## src/rtl/uart_tx_sched.sv

```systemverilog
// Word-to-byte sequencer between the CPU TX word FIFO and the byte-wide UART core.
// Each popped word is sent as 1-4 bytes, and every byte waits for a full tx_busy rise and fall.
module uart_tx_sched #(
  parameter logic [31:0] CTRL_ADDR   = 32'h0000_7EF0,
  parameter int unsigned ACK_TIMEOUT = 16,
  parameter int unsigned CNT_WIDTH   = 16
) (
  input  logic                 clk,
  input  logic                 reset_n,
  input  logic                 we,
  input  logic [31:0]          address,
  input  logic [31:0]          dataIn,
  input  logic                 fifo_empty,
  input  logic [31:0]          fifo_data,
  output logic                 fifo_rd,
  output logic                 tx_ena,
  output logic [7:0]           tx_data,
  input  logic                 tx_busy,
  output logic                 idle,
  output logic                 ack_err,
  output logic [CNT_WIDTH-1:0] words_sent
);
  localparam int TW = $clog2(ACK_TIMEOUT) + 1;

  typedef enum logic [2:0] {
    S_IDLE, S_LOAD, S_SEND, S_WAIT_ACK, S_WAIT_DONE, S_NEXT
  } state_t;

  state_t               state_q, state_d;
  logic                 en_q, en_d;
  logic [1:0]           nbytes_q, nbytes_d;
  logic                 msb_q, msb_d;
  logic [1:0]           w_nbytes_q, w_nbytes_d;
  logic                 w_msb_q, w_msb_d;
  logic [31:0]          shift_q, shift_d;
  logic [1:0]           byte_cnt_q, byte_cnt_d;
  logic [TW-1:0]        timer_q, timer_d;
  logic                 ack_err_q, ack_err_d;
  logic [CNT_WIDTH-1:0] words_q, words_d;
  logic                 ctrl_wr;
  logic [1:0]           byte_sel;
  logic                 unused_bits;

  assign ctrl_wr     = we && (address == CTRL_ADDR);
  assign unused_bits = ^dataIn[31:5];

  // byte_cnt only moves in NEXT, so tx_data is stable for the whole byte handshake
  assign byte_sel   = w_msb_q ? (w_nbytes_q - byte_cnt_q) : byte_cnt_q;
  assign tx_data    = shift_q[{byte_sel, 3'b000} +: 8];
  assign idle       = (state_q == S_IDLE);
  assign ack_err    = ack_err_q;
  assign words_sent = words_q;

  always_comb begin
    state_d    = state_q;
    en_d       = en_q;
    nbytes_d   = nbytes_q;
    msb_d      = msb_q;
    w_nbytes_d = w_nbytes_q;
    w_msb_d    = w_msb_q;
    shift_d    = shift_q;
    byte_cnt_d = byte_cnt_q;
    timer_d    = timer_q;
    ack_err_d  = ack_err_q;
    words_d    = words_q;
    fifo_rd    = 1'b0;
    tx_ena     = 1'b0;

    if (ctrl_wr) begin
      en_d     = dataIn[0];
      nbytes_d = dataIn[2:1];
      msb_d    = dataIn[3];
      if (dataIn[4]) ack_err_d = 1'b0;
    end

    case (state_q)
      S_IDLE: if (en_q && !fifo_empty) state_d = S_LOAD;
      S_LOAD: begin
        fifo_rd    = !fifo_empty;
        shift_d    = fifo_data;
        byte_cnt_d = 2'd0;
        w_nbytes_d = nbytes_q;
        w_msb_d    = msb_q;
        state_d    = S_SEND;
      end
      S_SEND: if (!tx_busy) begin
        tx_ena  = 1'b1;
        timer_d = TW'(1);  // the tx_ena cycle counts toward the timeout
        state_d = S_WAIT_ACK;
      end
      S_WAIT_ACK: begin
        if (tx_busy) begin
          state_d = S_WAIT_DONE;
        end else if (timer_q >= TW'(ACK_TIMEOUT - 1)) begin
          ack_err_d = 1'b1;  // overrides a same-cycle clear
          state_d   = S_NEXT;
        end else begin
          timer_d = timer_q + TW'(1);
        end
      end
      S_WAIT_DONE: if (!tx_busy) state_d = S_NEXT;
      S_NEXT: begin
        if (byte_cnt_q == w_nbytes_q) begin
          words_d = words_q + CNT_WIDTH'(1);
          state_d = (fifo_empty || !en_q) ? S_IDLE : S_LOAD;
        end else begin
          byte_cnt_d = byte_cnt_q + 2'd1;
          state_d    = S_SEND;
        end
      end
      default: state_d = S_IDLE;
    endcase
  end

  always_ff @(posedge clk or negedge reset_n) begin
    if (!reset_n) begin
      state_q    <= S_IDLE;
      en_q       <= 1'b1;
      nbytes_q   <= 2'd3;
      msb_q      <= 1'b0;
      w_nbytes_q <= 2'd0;
      w_msb_q    <= 1'b0;
      shift_q    <= 32'h0;
      byte_cnt_q <= 2'd0;
      timer_q    <= '0;
      ack_err_q  <= 1'b0;
      words_q    <= '0;
    end else begin
      state_q    <= state_d;
      en_q       <= en_d;
      nbytes_q   <= nbytes_d;
      msb_q      <= msb_d;
      w_nbytes_q <= w_nbytes_d;
      w_msb_q    <= w_msb_d;
      shift_q    <= shift_d;
      byte_cnt_q <= byte_cnt_d;
      timer_q    <= timer_d;
      ack_err_q  <= ack_err_d;
      words_q    <= words_d;
    end
  end
endmodule

```

## config.mk

```make
export PLATFORM = sky130hd
export DESIGN_NAME = uart_tx_sched
export DESIGN_NICKNAME = d
export VERILOG_FILES = /design/src/rtl/uart_tx_sched.sv
export SDC_FILE = /design/constraint.sdc
export NUM_CORES = 1
export LEC_CHECK = 0
export CAP_MARGIN = 10
export CORE_MARGIN = 8
export CORE_UTILIZATION = 48
export CTS_BUF_LIST = sky130_fd_sc_hd__clkbuf_8
export DETAILED_ROUTE_END_ITERATION = 10
export PLACE_DENSITY = 0.94
export SKIP_LAST_GASP = 1
export SLEW_MARGIN = 0
export SYNTH_ARGS = -nofsm -noshare
export SYNTH_HDL_FRONTEND = slang
export SYNTH_SLANG_ARGS = --single-unit
```

## constraint.sdc

```tcl
create_clock -name clk -period 3.3 [get_ports clk]
set_input_delay 0.495 -clock clk [delete_from_list [all_inputs] [get_ports clk]]
set_output_delay 0.495 -clock clk [all_outputs]
set_load 0.01 [all_outputs]
```

# [Word level (Yosys, flattened, before mapping)]
# Cells that the tools add are included.
# W data, S select, Z words.
[totals] reg_bits=66 inputBits=101 elab_cells=66
[classes] add_sub_neg=4 n_lt_le_gt_ge=1 eq_ne=14 shift=1 n_mux=23 reduce_logical=12
[ops] operator="$eq A32 B15 Y1 const B" count=1
[ops] operator="$shiftx A32 B6 Y8" count=1
[ops] operator="$pmux W3 S6" count=1
[ops] operator="$add A16 B1 Y16 const B" count=1
[ops] operator="$mux W3" count=5
[ops] operator="$mux W5" count=3
[ops] operator="$ne A2 B2 Y1 const B" count=5
[ops] operator="$pmux W5 S2" count=1
[ops] operator="$mux W1" count=9
[ops] operator="$reduce_and A4 Y1" count=2
[ops] operator="$eq A3 B2 Y1 const B" count=2
[ops] operator="$eq A3 B3 Y1 const B" count=2
[ops] operator="$mux W2" count=3
[ops] operator="$add A5 B1 Y5 const B" count=1
[ops] operator="$ge A5 B4 Y1 const B" count=1
[ops] operator="$pmux W2 S2" count=1
[ops] operator="$reduce_and A2 Y1" count=2
[ops] operator="$reduce_bool A2 Y1" count=2
[ops] operator="$eq A3 B1 Y1 const B" count=1
[ops] operator="$logic_not A3 Y1" count=1
[ops] operator="$ne A3 B3 Y1 const B" count=1
[ops] operator="$add A2 B1 Y2 const B" count=1
[ops] operator="$eq A2 B2 Y1" count=1
[ops] operator="$logic_and A1 B1 Y1" count=2
[ops] operator="other kinds (4)" count=5

# [Longest topological paths before layout]
[depth] ltp_word=6 depth_mapped=7

# [Worst setup path after synthesis]
# No wires, ideal clock.
[synth_path] path_type="flip-flop to output port" startpoint="register byte_cnt_q[0]" endpoint="output port tx_data[0]" arrival_ps=1689 path_slack_ps=1116 path_stages_with_launch=6 n_path_buf=0 path_cell_list="dfrtp_1 > ha_1 > xor2_1 > nand2_1 > xnor2_1 > mux4_2"
[synth_via] elab_chain_cells=3
[synth_rtl] item="from (decl)" line="36" source="logic [1:0] byte_cnt_q, byte_cnt_d;"
[synth_rtl] item="from (signal assigned)" line="136" source="byte_cnt_q <= byte_cnt_d;"
[synth_rtl] item="$sub A2 B2 Y2" line="48" source="assign byte_sel = w_msb_q ? (w_nbytes_q - byte_cnt_q) : byte_cnt_q;"
[synth_rtl] item="$mux W2 *" line="48"
[synth_rtl] item="$shiftx A32 B6 Y8 *" line="49" source="assign tx_data = shift_q[{byte_sel, 3'b000} +: 8];"
[synth_rtl] item="to (decl)" line="17" source="output logic [7:0] tx_data,"
# Mark *: on every way between the ends. The rest lies on a longest branch, timed or not.

# [Final worst setup path]
[layout_path] startpoint="register byte_cnt_q[0]" endpoint="output port tx_data[7]"
# The elaborated chain is that of the path after synthesis.

==> results.md <==
- Status: finished, final reports clean
- Clock Latency Late Sink: 350 ps
- Critical path class: reg2out
- Cells after DPL: 421
- N_diodes: 0
- Die Y-Extent: 97.75 um
- Iteration-0 DRC count of the detailed router: 57
- Clock Path Buffers: 2
- Syn Std Cell Area: 3208 um2
- Count of final hold-check violations: 0
- IO Port Bufs: 101
- Antenna Nets Post-Route: 0
- Area Overhead vs Synth: 39.70%
- Yosys cell types: 45
- Htree depth: 3
- Commonest non-fill, non-tap cell in the layout: clkdlybuf4s50_1
- #FFs+latches synth: 66
- Top_reg_cell synth: dfrtp_1
- Switching power total: 970.3 uW
- Clock-pin slew of the registers on the worst-case setup and hold paths: 90 ps
- Largest net degree at the start of global routing: 37
- DR vias: 2,408
- TNS Setup: 0 ps
- Post-synthesis sequential area ratio: 51.60%
- GRT Util Overall: 16.65%
- Combinational share of power: 35.6%
- Hold/Removal Path Class: in2async
- Vias in the first global route: 2,712
- Site Rows: 29
- Post-synth top area share: 49.14%
- Critical Path Start Type: flop
- Synth top area cells: dfrtp_1 (49%), mux2_2 (12%), mux4_2 (5.6%), xnor2_1 (4.4%), dfstp_2 (2.5%)
- Num CTS Buffers: 9
- Cell taking the most area after synthesis: dfrtp_1
- Final HPWL DP: 5.794 mm
- FFs w/ async S/R, synth: 100.0%
- Power share of the sequential group: 43.4%
- Final setup fails: 0
- Critical path capture point type: output pin
- Syn avg cell area: 12.78 um2
- TritonRoute pass-1 iters: 4
- Post-route DRC: 0
- Worst clock skew: 15.25 ps
- Period utilization: 96.39%
- Worst r2r path cells: 3
- First-pass GRT wire length: 12.89 mm
- Post-synth EDFFs: 0
- Initial antenna violation count: 0
- Non-filler cells, final: 437
- Worst R2R Start: state_q[0]
- Worst-margin pin slew: 938.2 ps
- Initial core utilization: 49.95%
- CP Max Fanout: 8
- Area of the die: 9555 um2
- Drt total wl: 7.646 mm
- Net Sw Frac: 32.20%
- Synth Instances: 251
- Core area: 6422 um2
- Clk sinks: 66
- Crit path required time: 2800 ps
- CTS root buf: clkbuf_8
- Maxcap violations: 0
- Pwr/cell area: 672.3 nW/um2
- Worst R2R Setup Slack: 980 ps
- Pleak: 1.847 nW
- Worst vdd ir: 0.2818 mV
- RSZ-0062 raised after global routing: no
- Commonest cells after routing, fill and taps aside: clkdlybuf4s50_1 (100), dfrtp_1 (63), mux2_2 (35)
- Resized cells post-CTS: 0
- Part of the power in the clock network: 20.9%
- Hold Buf Count CTS: 0
- Avg WL per Cell: 17.50 um
- P_int: 2.043 mW
- Max_slew headroom: 37.30%
- Horiz. Die Dim: 97.75 um
- Nets: 460
- Share of cells above drive strength 1: 22.50%
- Boundary Pins: 129
- Reg-to-reg endpoint: shift_q[20]
- Post-CTS setup buffer count: 0
- Fin. max-slew vios: 0
- Vias per cell: 5.510
- Gr ovfl total: 0
- Fmax: 314.4 MHz
- Arrival time at the worst endpoint: 2690 ps
- Synth Warn #: 0
- CTS tree: done
- Post-Syn Nets: 356
- Crit path time final: 3181 ps
- Gpl congestion: 0.7954
==> cells by family (layout without fill, tap and decap cells) <==
group	Yosys count	after routing	share of synthesized area, %
AO/OA/AOI/OAI	26	26	5.460
AND/OR/NAND/NOR	74	74	14.16
flip-flops	66	66	51.60
buffers and inverters	15	124	2.262
multiplexers	47	47	19.77
XOR/XNOR	19	19	5.187
adder cells (fa/ha/maj)	4	4	1.560
==> final cells by class <==
| type | count | area [um2] |
|---|---|---|
| clock inverter | 7 | 58.81 |
| timing repair buffer | 103 | 1033 |
| sequential | 66 | 1655 |
| multi-input combinational | 170 | 1495 |
| clock buffer | 9 | 123.9 |
| fill | 441 | 1941 |
| inverter | 5 | 18.77 |
| tap | 77 | 96.34 |
==> worst max path at each step <==
stage,from,to,slack (ps),cells past startpoint
4_1_cts,byte_cnt_q[0],tx_data[7],50,5
3_5_place_dp,byte_cnt_q[0],tx_data[7],470,5
3_3_place_gp,tx_busy,tx_ena,560,4
5_1_grt,byte_cnt_q[0],tx_data[7],4,5
6_report,byte_cnt_q[0],tx_data[7],120,5
2_1_floorplan,byte_cnt_q[0],tx_data[0],1120,5
==> cells in the mapped netlist (3+ instances only) <==
library cell / count
inv_1: 5
mux4_2: 8
nor3_1: 4
nand2_1: 13
buf_2: 7
mux2_4: 4
nor2_1: 8
o22ai_1: 3
o21ai_0: 7
xnor2_1: 16
ha_1: 4
nand4_1: 10
a31oi_1: 3
nand3_1: 8
xor2_1: 3
nor2b_1: 3
a21oi_1: 4
and3_1: 8
dfrtp_1: 63
mux2_2: 35
nand2b_1: 3
dfstp_2: 3
==> power groups by stage <==
stage	clock, mW	sequential (mW)	combinational (mW)
finish	0.631	1.31	1.07
global route	0.674	1.35	1.17
CTS	0.643	1.31	1.09
detailed placement	0	1.32	1.09
global placement	0	1.29	1.04
floorplan	0	1.22	0.750
==> sequential cells by signal (all words and copies together) (netlist names) <==
| name | flops |
|---|---|
| shift_q | 32 |
| words_sent | 16 |
| timer_q | 5 |
| state_q | 3 |
| byte_cnt_q | 2 |
| nbytes_q | 2 |
| w_nbytes_q | 2 |
| ack_err | 1 |
| en_q | 1 |
| msb_q | 1 |
| w_msb_q | 1 |
==> worst max-delay path: stages (launching register included) <==
cell and delay (ps):
dfrtp_1 450, ha_1 420, nand2_1 160, o21ai_4 220, mux4_2 570, clkdlybuf4s50_1 520
==> layer usage <==
| metal | wire length [um] | share of wire (%) | global-route usage [%] | vias to the layer above |
|---|---|---|---|---|
| li1 | - | - | - | 1140 |
| met3 | 475 | 6.2 | 5.252 | 11 |
| met2 | 3963 | 52 | 28.73 | 83 |
| met4 | 130 | 1.7 | 8.633 | 0 |
| met5 | 0 | 0 | 0 | - |
| met1 | 3076 | 40 | 18.02 | 1174 |
==> per-stage QoR <==
stage	utilization, %	total power, mW	hold WS (ps)	cell area (um2)	setup slack (ps)
2_1_floorplan	-	1.970	199.4	3208	1116
3_3_place_gp	66.82	2.334	459.5	4292	556.2
3_5_place_dp	66.82	2.407	470.0	4292	466.5
4_1_cts	69.67	3.036	252.8	4474	53.48
5_1_grt	69.78	3.195	295.5	4482	3.797
6_report	69.78	3.013	234.4	4482	119.2
(Power assumes the default switching activity.)
